===== config.mk =====
export PLATFORM = sky130hd
export DESIGN_NAME = mem_stage
export DESIGN_NICKNAME = d
export VERILOG_FILES = /design/src/rtl/mem_stage.sv
export SDC_FILE = /design/constraint.sdc
export NUM_CORES = 1
export LEC_CHECK = 0
export BUFFER_PORTS_ARGS = -buffer_cell sky130_fd_sc_hd__buf_2
export CAP_MARGIN = 20
export CORE_MARGIN = 2
export CORE_UTILIZATION = 30
export CTS_CLUSTER_DIAMETER = 30
export CTS_CLUSTER_SIZE = 28
export DETAILED_ROUTE_END_ITERATION = 6
export PLACE_DENSITY = 0.55
export SYNTH_ARGS = -nofsm -noshare
export SYNTH_HDL_FRONTEND = slang
export SYNTH_SLANG_ARGS = --single-unit

===== constraint.sdc =====
create_clock -name clk -period 7.25 [get_ports clk]
set_input_delay 2.175 -clock clk [delete_from_list [all_inputs] [get_ports clk]]
set_output_delay 2.175 -clock clk [all_outputs]
set_load 0.05 [all_outputs]

===== src/rtl/mem_stage.sv =====
// mem_stage: MyProc2 memory-access stage. Registers each executed instruction and
// performs single- or double-beat data-memory accesses over a req/ack port.
module mem_stage #(
  parameter int WIDTH = 32
) (
  input  logic             clk,
  input  logic             rst,
  input  logic [31:0]      IR_in,
  input  logic [WIDTH-3:0] PC_in,
  input  logic [WIDTH-1:0] Z_in,
  input  logic [WIDTH-1:0] Addr_in,
  output logic             IsStall,
  output logic             mem_req,
  output logic             mem_we,
  output logic [WIDTH-1:0] mem_addr,
  output logic [WIDTH-1:0] mem_wdata,
  output logic [3:0]       mem_be,
  input  logic [WIDTH-1:0] mem_rdata,
  input  logic             mem_ack,
  output logic [31:0]      IR_out,
  output logic [WIDTH-3:0] PC_out,
  output logic [WIDTH-1:0] Z_out,
  output logic [WIDTH-1:0] LMD,
  output logic [WIDTH-1:0] LMD_hi,
  output logic             valid_out,
  output logic             fault_out
);

  localparam logic [5:0] OP_LW = 6'h20;
  localparam logic [5:0] OP_LH = 6'h21;
  localparam logic [5:0] OP_LD = 6'h22;
  localparam logic [5:0] OP_SW = 6'h28;
  localparam logic [5:0] OP_SH = 6'h29;
  localparam logic [5:0] OP_SD = 6'h2A;

  typedef enum logic [1:0] {S_IDLE, S_ACC0, S_ACC1} state_t;

  function automatic logic is_load(input logic [5:0] op);
    return (op == OP_LW) || (op == OP_LH) || (op == OP_LD);
  endfunction

  function automatic logic is_store(input logic [5:0] op);
    return (op == OP_SW) || (op == OP_SH) || (op == OP_SD);
  endfunction

  function automatic logic is_half(input logic [5:0] op);
    return (op == OP_LH) || (op == OP_SH);
  endfunction

  function automatic logic is_double(input logic [5:0] op);
    return (op == OP_LD) || (op == OP_SD);
  endfunction

  // Halfwords need even addresses; words and doublewords need word alignment.
  function automatic logic misaligned(input logic [5:0] op, input logic [1:0] a);
    if (is_half(op)) return a[0];
    return a != 2'b00;
  endfunction

  function automatic logic [WIDTH-1:0] sext_half(input logic [WIDTH-1:0] d, input logic sel);
    logic signed [15:0] h;
    h = sel ? $signed(d[31:16]) : $signed(d[15:0]);
    return {{(WIDTH-16){h[15]}}, h};
  endfunction

  state_t           r_state;
  state_t           w_state_nxt;
  logic [31:0]      r_ir;
  logic [WIDTH-3:0] r_pc;
  logic [WIDTH-1:0] r_z;
  logic [WIDTH-1:0] r_addr;
  logic [WIDTH-1:0] r_lmd;
  logic [WIDTH-1:0] r_lmd_hi;
  logic             r_valid;
  logic             r_fault;

  logic [5:0]       w_in_op;
  logic [5:0]       w_cur_op;
  logic             w_in_mem;
  logic             w_in_mis;
  logic             w_cur_ld;
  logic             w_cur_st;
  logic             w_cur_half;
  logic             w_cur_dbl;
  logic             w_done;
  logic [WIDTH-1:0] w_base;

  assign w_in_op    = IR_in[31:26];
  assign w_cur_op   = r_ir[31:26];
  assign w_in_mem   = is_load(w_in_op) || is_store(w_in_op);
  assign w_in_mis   = misaligned(w_in_op, Addr_in[1:0]);
  assign w_cur_ld   = is_load(w_cur_op);
  assign w_cur_st   = is_store(w_cur_op);
  assign w_cur_half = is_half(w_cur_op);
  assign w_cur_dbl  = is_double(w_cur_op);
  assign w_base     = {r_addr[WIDTH-1:2], 2'b00};

  always_ff @(posedge clk or posedge rst) begin
    if (rst) r_state <= S_IDLE;
    else     r_state <= w_state_nxt;
  end

  // Next state; w_done marks the edge that retires an access.
  always_comb begin
    w_state_nxt = r_state;
    w_done      = 1'b0;
    case (r_state)
      S_IDLE: begin
        if (w_in_mem && !w_in_mis) w_state_nxt = S_ACC0;
      end
      S_ACC0: begin
        if (mem_ack) begin
          if (w_cur_dbl) begin
            w_state_nxt = S_ACC1;
          end else begin
            w_state_nxt = S_IDLE;
            w_done      = 1'b1;
          end
        end
      end
      S_ACC1: begin
        if (mem_ack) begin
          w_state_nxt = S_IDLE;
          w_done      = 1'b1;
        end
      end
      default: w_state_nxt = S_IDLE;
    endcase
  end

  // Memory port decoded only from registered state, so it holds steady until ack.
  always_comb begin
    mem_req   = 1'b0;
    mem_we    = 1'b0;
    mem_addr  = '0;
    mem_wdata = '0;
    mem_be    = 4'b0000;
    case (r_state)
      S_ACC0: begin
        mem_req  = 1'b1;
        mem_we   = w_cur_st;
        mem_addr = w_base;
        if (w_cur_half) mem_be = r_addr[1] ? 4'b1100 : 4'b0011;
        else            mem_be = 4'b1111;
        if (w_cur_st) mem_wdata = w_cur_half ? {r_z[15:0], r_z[15:0]} : r_z;
      end
      S_ACC1: begin
        mem_req  = 1'b1;
        mem_we   = w_cur_st;
        mem_addr = w_base + WIDTH'(4);
        mem_be   = 4'b1111;
        if (w_cur_st) mem_wdata = {WIDTH{r_z[WIDTH-1]}};
      end
      default: ;
    endcase
  end

  always_ff @(posedge clk or posedge rst) begin
    if (rst) begin
      r_ir     <= '0;
      r_pc     <= '0;
      r_z      <= '0;
      r_addr   <= '0;
      r_lmd    <= '0;
      r_lmd_hi <= '0;
      r_valid  <= 1'b0;
      r_fault  <= 1'b0;
    end else begin
      r_valid <= 1'b0;
      r_fault <= 1'b0;
      case (r_state)
        S_IDLE: begin
          r_ir     <= IR_in;
          r_pc     <= PC_in;
          r_z      <= Z_in;
          r_addr   <= Addr_in;
          r_lmd    <= '0;
          r_lmd_hi <= '0;
          if (!w_in_mem) begin
            r_valid <= 1'b1;
          end else if (w_in_mis) begin
            r_valid <= 1'b1;
            r_fault <= 1'b1;
          end
        end
        S_ACC0: begin
          if (mem_ack) begin
            if (w_cur_ld) r_lmd <= w_cur_half ? sext_half(mem_rdata, r_addr[1]) : mem_rdata;
            r_valid <= w_done;
          end
        end
        S_ACC1: begin
          if (mem_ack) begin
            if (w_cur_ld) r_lmd_hi <= mem_rdata;
            r_valid <= 1'b1;
          end
        end
        default: ;
      endcase
    end
  end

  assign IsStall   = (r_state == S_ACC0) || (r_state == S_ACC1);
  assign IR_out    = r_ir;
  assign PC_out    = r_pc;
  assign Z_out     = r_z;
  assign LMD       = r_lmd;
  assign LMD_hi    = r_lmd_hi;
  assign valid_out = r_valid;
  assign fault_out = r_fault;

endmodule


==> metrics.csv, run 1 <==
stage,metric,value,unit
outcome,status,"finished, final reports clean",
sta,Min Hold Slack,0.477,ns
flow_run,max cap viols,0,
logic_synthesis,dominant synthesized flop cell,dfrtp_1,
cts,htree depth,4,
cts,Clock Tree Buf Depth,2,
die,Starting Density,0.304,
logic_synthesis,number of synthesized flops with an enable pin,0,
global_route,vias in the first global route,7353,
power,Design Power,5.72,mW
cts,clk sinks,193,
routing,Wirelength per Cell,18.2,um
die,die area,0.0313,mm2
layout,layout cells sized above 1,0.502,
global_route,largest net degree at the start of global routing,74,
sta,Rel. slew slack,0.309,
routing,First DRT Iteration DRCs,390,
sta,worst-margin pin slew,1.04,ns
sta,Max Clk Rate,0.184,GHz
logic_synthesis,"Warnings, synthesis",0,
sta,RSZ-0062 raised after global routing,no,
global_route,first-pass GRT wire length,42.9,mm
global_route,GR Util All Layers,0.178,
die,die height,177,um
placed_design,GPL Wtd Cong,0.810,
cts,post-cts hold buffer count,0,
logic_synthesis,Synth cell types,51,
layout,Area Growth Syn to Fin,31.8,%
setup_path,type of origin of the critical path,register,
routing,number of remaining DRC errors,0,
sta,Final Hold Vio Count,0,
setup_path,data arrival at the endpoint of the critical path,3.26,ns
placed_design,IO Port Bufs,389,
logic_synthesis,part of the Yosys area used for sequential elements,0.538,
setup_path,worst-path fanout max,17,
worst_hold_path,HP Class,reg2reg,
sta,Final WS setup,1.81,ns
power,Pwr Density,484,mW/mm2
logic_synthesis,Synth Instances,792,
routing,Antenna Violating Nets Remaining,0,
power,Lkg Pwr,5.90,nW
sta,setup TNS,0,ns
sta,Final period util,0.750,
die,num ports,392,
die,Placement Rows,63,
routing,Detailed Routing Iterations Pass 1,5,
sta,Setup Viol. Count Final,0,
layout,Final Net Count,1318,
cts,post-cts resize count,0,
cts,post-CTS setup buffers,0,
setup_path,CP Capture Type,primary output,
routing,drt total wl,28.4,mm
global_route,initial antenna violation count,4,
sta,max-slew violation count,0,
sta,Final Critical Period,5.44,ns
setup_path,Crit Path Category,reg2out,
cts,Worst-Skew Late Latency,0.45,ns
logic_synthesis,asr flop ratio synth,1.00,
routing,via density per instance,4.89,
placed_design,Place WS,2.32,ns
setup_path,critical path required time,5.08,ns
die,die width,177,um
placed_design,hpwl dp,20.5,mm
layout,Final Util,0.400,
cts,CTS tree,yes,
global_route,"Remaining Overflow, GRT",0,
logic_synthesis,Mapped Area,0.00897,mm2
cts,Worst-path clk slew,0.08,ns
logic_synthesis,Synth Area per Inst,11.3,um2
sta,clk_skew,0.00993,ns
power,Peak VDD IR,0.000274,V
cts,clock root buffer,clkbuf_16,
routing,Vias,7612,
cts,Inserted Clock Buffers,17,
die,core box area,0.0296,mm2
logic_synthesis,Seq cells post-synth,193,
## worst max-delay path, cell delays in order, from the launching register on
cell,delay [ns]
dfrtp_1,0.43
inv_1,0.12
ha_1,0.53
inv_1,0.28
nor2_1,0.76
o311ai_0,0.26
o31ai_1,0.12
buf_2,0.31
## cell families (layout without fill, tap and decap cells)
kind of cell / Yosys count / count (layout) / share of synthesized area
multiplexers: 157 / 157 / 0.195
AND/OR/NAND/NOR: 196 / 196 / 0.105
AO/OA/AOI/OAI: 170 / 170 / 0.119
buffers and inverters: 70 / 442 / 0.0356
flip-flops: 193 / 193 / 0.538
other: 1 / 5 / 0.000418
adder cells (fa/ha/maj): 5 / 5 / 0.00697
## layer usage
metal | global-route usage | up-vias | wire length [um]
met5 | 0 | - | 13
met4 | 0.0620 | 2 | 511
met3 | 0.0451 | 30 | 1780
met2 | 0.294 | 279 | 14000
met1 | 0.227 | 3720 | 12100
li1 | - | 3581 | -
## worst paths after layout
kind | startpoint | end | slack (ns) | depth (start not counted)
worst max-delay path | r_state[1] | mem_addr[26] | 1.81 | 7
max in group asynchronous | rst | r_addr[28] | 3.91 | 4
worst max register to register | r_state[1] | LMD[8] | 4.19 | 7
min in group asynchronous | rst | IR_out[10] | 1.94 | 3
worst min register to register | LMD[31] | LMD[31] | 0.48 | 2
worst min-delay path | LMD[31] | LMD[31] | 0.48 | 2
## report_power, final
part / total (mW) / switching, mW / internal (mW) / leakage [nW]
registers: 1.80 / 0.352 / 1.45 / 2.40
clock network: 0.937 / 0.477 / 0.459 / 0.273
logic: 2.98 / 2.14 / 0.842 / 3.23
total: 5.72 / 2.97 / 2.75 / 5.90
## Yosys cell counts, types with 6 or more instances
library cell	instances	area [um2]
o31ai_1	7	52.6
clkbuf_1	31	116
a21oi_1	50	250
and3_1	6	37.5
inv_1	10	37.5
mux2_2	140	1580
mux2i_1	17	170
o21ai_0	55	275
dfrtp_1	193	4830
a22o_1	35	307
nand3_1	19	95.1
buf_4	7	52.6
nand2_1	66	248
buf_2	18	90.1
nor2_1	64	240
## cells in the final DEF (no fill, tap or decap), types with 4 or more instances in the layout
cell type / synthesis / routed
a22o_1: 35 / 35
or4_1: 4 / 4
and3_1: 6 / 6
nor3_1: 4 / 4
nand2_1: 66 / 66
nor2_1: 64 / 64
buf_2: 18 / 389
o31ai_1: 7 / 7
o311ai_0: 5 / 5
nand4_1: 5 / 5
inv_1: 10 / 9
dfrtp_1: 193 / 193
clkinvlp_4: 0 / 4
o21ai_0: 55 / 55
inv_8: 0 / 5
a31oi_1: 4 / 4
ha_1: 5 / 4
nand3_1: 19 / 19
mux2_2: 140 / 140
mux2i_1: 17 / 17
a21oi_1: 50 / 49
and4_1: 5 / 5
clkbuf_16: 0 / 17
buf_4: 7 / 8
## state kept, by name, summed over array words and instances (netlist names)
name / flops
LMD_hi: 32
valid_out: 1
r_state: 2
PC_out: 30
r_addr: 31
Z_out: 32
fault_out: 1
LMD: 32
IR_out: 32
## cell type report
type | count | area [um2]
diodes | 3 | 7.51
multi-input cells | 530 | 3850
flip-flops and latches | 193 | 4830
clock inverters | 14 | 143
clock buffers | 18 | 429
inverters | 11 | 45.0
repair buffers | 399 | 2040
fillers | 2953 | 17700
well taps | 390 | 488
## stage by stage
stage	cells	cell area [um2]
2_1_floorplan	793	8980
3_3_place_gp	1521	11200
3_5_place_dp	1521	11200
4_1_cts	1553	11800
5_1_grt	1558	11800
6_report	1558	11800
Power figures use the tool's default switching activity.
==> inputs of run 2 (changes only) <==
--- a/config.mk
+++ b/config.mk
@@ -5,6 +5,7 @@
 export SDC_FILE = /design/constraint.sdc
 export NUM_CORES = 1
 export LEC_CHECK = 0
+export ABC_AREA = 1
 export BUFFER_PORTS_ARGS = -buffer_cell sky130_fd_sc_hd__buf_2
 export CAP_MARGIN = 20
 export CORE_MARGIN = 2
@@ -12,7 +13,7 @@
 export CTS_CLUSTER_DIAMETER = 30
 export CTS_CLUSTER_SIZE = 28
 export DETAILED_ROUTE_END_ITERATION = 6
-export PLACE_DENSITY = 0.55
+export PLACE_DENSITY = 0.54
 export SYNTH_ARGS = -nofsm -noshare
 export SYNTH_HDL_FRONTEND = slang
 export SYNTH_SLANG_ARGS = --single-unit
==> constraint.sdc (replaced) <==
create_clock -name clk -period 4.68 [get_ports clk]
set_input_delay 1.404 -clock clk [delete_from_list [all_inputs] [get_ports clk]]
set_output_delay 1.404 -clock clk [all_outputs]
set_load 0.05 [all_outputs]
==> run 2 against run 1 <==
Non-clock buffer count up 7. Combinational power up 63%. Routed wire length up 21%. Highest routed layer unchanged. Power up 60%. Sequential power up 54%. Clock power up 65%. Largest power group unchanged.
==> metrics.csv, run 2 <==
stage,metric,value,unit
placed_design,# placed instances,2007,
logic_synthesis,Synth Area per Inst,7.59,um2
layout,Final Net Count,1791,
sta,Rel. slew slack,0.314,
global_route,largest net degree at the start of global routing,132,
layout,layout cells sized above 1,0.283,
routing,First DRT Iteration DRCs,563,
logic_synthesis,top post-synthesis cells by count,"473 x nand2_1, 193 x dfrtp_1, 152 x inv_1, 120 x o21ai_0, 59 x a21oi_1",
cts,Worst-Skew Late Latency,0.45,ns
logic_synthesis,"area leader, netlist",dfrtp_1,
die,die height,183,um
die,die area,0.0336,mm2
sta,Min Hold Slack,0.470,ns
sta,setup TNS,0,ns
setup_path,type of origin of the critical path,register,
cts,htree depth,4,
power,Peak VDD IR,0.000435,V
global_route,vias in the first global route,9494,
logic_synthesis,asr flop ratio synth,1.00,
setup_path,worst-path fanout max,25,
placed_design,GPL Wtd Cong,0.890,
cts,clock root buffer,clkbuf_16,
global_route,"Remaining Overflow, GRT",0,
logic_synthesis,"count leader, synth",nand2_1,
setup_path,critical path required time,3.28,ns
routing,Detailed Routing Iterations Pass 1,4,
placed_design,hpwl dp,25.1,mm
sta,Final Critical Period,4.34,ns
power,Lkg Pwr,6.62,nW
sta,clk_skew,0.0190,ns
logic_synthesis,Seq cells post-synth,193,
routing,Vias,9615,
logic_synthesis,Synth cell types,37,
cts,post-cts hold buffer count,0,
cts,Clock Tree Buf Depth,2,
setup_path,Crit Path Category,reg2out,
routing,via density per instance,4.71,
routing,number of remaining DRC errors,0,
cts,Inserted Clock Buffers,17,
worst_hold_path,HP Class,reg2reg,
cts,post-cts resize count,0,
sta,worst-margin pin slew,1.03,ns
die,core box area,0.0316,mm2
global_route,GR Util All Layers,0.206,
layout,fill cell count,3348,
setup_path,register-to-register setup slack,1.79,ns
sta,Final Hold Vio Count,0,
sta,max-slew violation count,0,
layout,multi-input combinational cell area,0.00388,mm2
routing,Antenna Violating Nets Remaining,0,
routing,Wirelength per Cell,16.8,um
routing,drt total wl,34.4,mm
layout,"commonest non-fill, non-tap cell in the layout",nand2_1,
die,Starting Density,0.305,
layout,"commonest cells after routing, fill and taps aside","473 x nand2_1, 386 x buf_2, 193 x dfrtp_1, 150 x inv_1, 120 x o21ai_0",
logic_synthesis,dominant synthesized flop cell,dfrtp_1,
global_route,initial antenna violation count,4,
logic_synthesis,Yosys top cell area share,0.500,
logic_synthesis,"Warnings, synthesis",0,
placed_design,IO Port Bufs,389,
logic_synthesis,Synth Instances,1272,
sta,Max Clk Rate,0.231,GHz
cts,CTS tree,yes,
logic_synthesis,number of synthesized flops with an enable pin,0,
setup_path,CP Capture Type,primary output,
power,Pwr Density,730,mW/mm2
setup_path,data arrival at the endpoint of the critical path,2.93,ns
sta,Final period util,0.927,
layout,flip-flop and latch area,0.00483,mm2
logic_synthesis,part of the Yosys area used for sequential elements,0.500,
outcome,status,"finished, final reports clean",
layout,Area Growth Syn to Fin,30.3,%
sta,RSZ-0062 raised after global routing,no,
die,num ports,392,
die,die width,183,um
die,Placement Rows,65,
logic_synthesis,Synth area leaders,"dfrtp_1 50%, nand2_1 18%, o21ai_0 6.2%",
layout,non-filler instance count after layout,2043,
logic_synthesis,Mapped Area,0.00966,mm2
cts,post-CTS setup buffers,0,
flow_run,max cap viols,0,
sta,Setup Viol. Count Final,0,
global_route,first-pass GRT wire length,53.5,mm
cts,clk sinks,193,
cts,Worst-path clk slew,0.09,ns
[run 2: cell count changes after synthesis, sizes merged, moves of 7 or more]
cell,previous run,this run
o211ai,3,34
inv,11,156
mux2i,17,0
a22o,35,0
a21oi,51,60
buf,28,41
o21ai,55,131
nand2,66,478
nand3,20,42
o22ai,1,22
mux2,140,0
o31ai,7,0
[run 2: cell families (layout without fill, tap and decap cells)]
family          count (synthesis)  after routing  share of synthesized area
compound gates                252            252                      0.146
fa+ha+maj                       5              5                    0.00648
buf+inv                       230            595                      0.100
flops                         193            193                      0.500
other cells                     1              5                   0.000388
simple gates                  591            591                      0.247
[run 2: final timing paths]
path	from	endpoint	cells past startpoint
max	r_state[0]	mem_addr[23]	7
min	PC_out[27]	PC_out[27]	2
max reg2reg	r_state[0]	LMD_hi[2]	8
min reg2reg	PC_out[27]	PC_out[27]	2
max in group asynchronous	rst	LMD_hi[3]	3
min in group asynchronous	rst	fault_out	2
[run 2: per-stage QoR]
| step | instance area, um2 | util | power (mW) | setup WS, ns |
|---|---|---|---|---|
| 2_1_floorplan | 9660 | - | 6.30 | 0.661 |
| 3_3_place_gp | 11900 | 0.377 | 7.63 | 0.892 |
| 3_5_place_dp | 11900 | 0.377 | 7.66 | 0.880 |
| 4_1_cts | 12500 | 0.396 | 9.24 | 0.335 |
| 5_1_grt | 12600 | 0.397 | 9.78 | 0.181 |
| 6_report | 12600 | 0.398 | 9.18 | 0.343 |
[run 2: cell type report]
| cell class | instances | area share |
|---|---|---|
| inverter | 157 | 0.0474 |
| clock inverter | 12 | 0.0117 |
| antenna | 3 | 0.000597 |
| multi-input combinational | 850 | 0.309 |
| tap | 402 | 0.0400 |
| timing repair buffer | 406 | 0.171 |
| clock buffer | 20 | 0.0363 |
| sequential | 193 | 0.384 |
[run 2: power breakdown]
part	switching, mW	internal (mW)
clock	0.719	0.832
sequential	0.516	2.26
combinational	3.82	1.03
total	5.05	4.13
[run 2: routing by layer]
layer / vias up / wire length (um) / GRT usage
li1: 4715 / - / -
met1: 4509 / 15300 / 0.265
met2: 353 / 15900 / 0.335
met3: 36 / 2500 / 0.0602
met4: 2 / 679 / 0.0602
met5: - / 7 / 0
[run 2: critical path: stages, from the launching register on]
cell      delay (ns)
dfrtp_1         0.42
inv_1           0.14
ha_2            0.56
clkinv_1        0.57
nor2_1          0.30
nand2_1         0.07
a21oi_1         0.15
buf_2           0.28
==> inputs of run 3 (changes only) <==
--- a/config.mk
+++ b/config.mk
@@ -8,12 +8,14 @@
 export ABC_AREA = 1
 export BUFFER_PORTS_ARGS = -buffer_cell sky130_fd_sc_hd__buf_2
 export CAP_MARGIN = 20
+export CELL_PAD_IN_SITES_DETAIL_PLACEMENT = 0
+export CELL_PAD_IN_SITES_GLOBAL_PLACEMENT = 2
 export CORE_MARGIN = 2
-export CORE_UTILIZATION = 30
+export CORE_UTILIZATION = 24
 export CTS_CLUSTER_DIAMETER = 30
 export CTS_CLUSTER_SIZE = 28
 export DETAILED_ROUTE_END_ITERATION = 6
-export PLACE_DENSITY = 0.54
+export PLACE_DENSITY = 0.76
 export SYNTH_ARGS = -nofsm -noshare
 export SYNTH_HDL_FRONTEND = slang
 export SYNTH_SLANG_ARGS = --single-unit
==> run 3 against run 2 <==
Routed wire length rose by 7.0%. Critical path depth did not move. Cell count rose by 5.9%. Setup slack improved by 0.30 ns. First-iteration DRC count fell by 17%. Non-clock buffer count fell by 2. Via count fell by 0.66%. Clock skew fell by 0.0099 ns. Largest cell class unchanged.
==> metrics.csv, run 3 (synthesis results as in run 2) <==
stage,metric,value,unit
outcome,status,"finished, final reports clean",
global_route,"Remaining Overflow, GRT",0,
cts,Clock Tree Buf Depth,2,
placed_design,GPL Wtd Cong,0.836,
cts,clk sinks,193,
global_route,vias in the first global route,9575,
layout,Final Util,0.318,
die,Placement Rows,73,
setup_path,worst-path fanout max,47,
cts,htree depth,4,
layout,Final Net Count,1789,
die,Starting Density,0.243,
cts,CTS tree,yes,
layout,"commonest non-fill, non-tap cell in the layout",nand2_1,
setup_path,reg2reg start,r_state[0],
routing,Antenna Violating Nets Remaining,0,
worst_hold_path,Min-Delay Endpoint,PC_out[13],
sta,max-slew violation count,0,
power,Lkg Pwr,6.58,nW
sta,Final period util,0.862,
setup_path,critical path required time,3.28,ns
cts,post-cts resize count,0,
cts,post-CTS setup buffers,0,
placed_design,hpwl dp,27.0,mm
sta,clk_skew,0.00909,ns
flow_run,max cap viols,0,
cts,clock root buffer,clkbuf_16,
die,die width,205,um
setup_path,Crit Path Category,reg2out,
routing,drt total wl,36.8,mm
routing,number of remaining DRC errors,0,
setup_path,data arrival at the endpoint of the critical path,2.63,ns
worst_hold_path,Hold Path Depth,2,
routing,via density per instance,4.41,
die,core box area,0.0397,mm2
sta,Max Clk Rate,0.248,GHz
power,Peak VDD IR,0.000361,V
layout,"commonest cells after routing, fill and taps aside","473 x nand2_1, 388 x buf_2, 193 x dfrtp_1, 150 x inv_1, 120 x o21ai_0",
layout,layout cells sized above 1,0.282,
sta,worst-margin pin slew,0.946,ns
placed_design,IO Port Bufs,389,
cts,Inserted Clock Buffers,17,
sta,Final Critical Period,4.03,ns
setup_path,Register-to-Register Path Depth,8,
routing,Wirelength per Cell,17.0,um
setup_path,FF-to-FF End,LMD_hi[12],
sta,Setup Viol. Count Final,0,
power,Pwr Density,717,mW/mm2
worst_hold_path,hold_sp,PC_out[13],
die,num ports,392,
die,die height,205,um
cts,Worst-path clk slew,0.07,ns
global_route,first-pass GRT wire length,56.5,mm
routing,First DRT Iteration DRCs,469,
worst_hold_path,HP Class,reg2reg,
global_route,initial antenna violation count,5,
sta,Rel. slew slack,0.369,
global_route,GR Util All Layers,0.177,
sta,Final Hold Vio Count,0,
routing,Vias,9552,
setup_path,crit path launch,r_state[0],
setup_path,CP Capture Type,primary output,
cts,post-cts hold buffer count,0,
die,die area,0.0419,mm2
cts,Worst-Skew Late Latency,0.46,ns
routing,Detailed Routing Iterations Pass 1,5,
layout,fill cell count,4410,
setup_path,type of origin of the critical path,register,
global_route,largest net degree at the start of global routing,97,
sta,RSZ-0062 raised after global routing,no,
sta,setup TNS,0,ns
setup_path,register-to-register setup slack,1.83,ns
layout,Area Growth Syn to Fin,31.0,%
-- run 3: worst max-delay path by stage --
stage / to / slack [ns] / depth (start not counted)
after detailed placement: mem_addr[7] / 1.03 / 6
after global placement: mem_addr[6] / 1.06 / 6
after floorplan: mem_addr[7] / 0.66 / 5
after global routing: mem_addr[6] / 0.39 / 6
after CTS: mem_addr[7] / 0.50 / 6
final: mem_wdata[22] / 0.65 / 7
-- run 3: worst max-delay path, stage by stage, from the launching register on --
cell and delay [ns]:
dfrtp_1 0.41, inv_1 0.14, ha_2 0.21, buf_4 0.50, nand4_1 0.16, buf_4 0.27
a21oi_1 0.29, buf_12 0.17
-- run 3: layout make-up --
cell class / instances / area [um2] / share of cell area
multi-input cells: 850 / 3880 / 0.307
well taps: 525 / 657 / 0.0519
clock buffers: 20 / 447 / 0.0353
repair buffers: 404 / 2100 / 0.166
diodes: 3 / 7.51 / 0.000594
clock inverters: 12 / 126 / 0.00999
flip-flops and latches: 193 / 4830 / 0.382
inverters: 157 / 596 / 0.0471
-- run 3: routing by layer --
layer / up-vias / track usage / wire, um
li1: 4710 / - / -
met3: 39 / 0.0517 / 2870
met2: 313 / 0.280 / 16800
met4: 6 / 0.0590 / 667
met1: 4484 / 0.231 / 16400
met5: - / 0 / 41
-- run 3: stage by stage --
| step | cells | total power [mW] | area [um2] | setup slack, ns | hold WS [ns] |
|---|---|---|---|---|---|
| 2_1_floorplan | 1273 | 6.30 | 9660 | 0.661 | 0.500 |
| 3_3_place_gp | 2129 | 7.71 | 12100 | 1.06 | 0.449 |
| 3_5_place_dp | 2129 | 7.72 | 12100 | 1.03 | 0.453 |
| 4_1_cts | 2161 | 9.23 | 12600 | 0.504 | 0.472 |
| 5_1_grt | 2162 | 9.73 | 12600 | 0.386 | 0.488 |
| 6_report | 2164 | 9.07 | 12600 | 0.646 | 0.468 |
-- run 3: power breakdown --
part,internal (mW),switching (mW),total (mW)
clock network,0.717,0.746,1.46
registers,2.26,0.519,2.78
logic,0.995,3.83,4.83
total,3.97,5.10,9.07
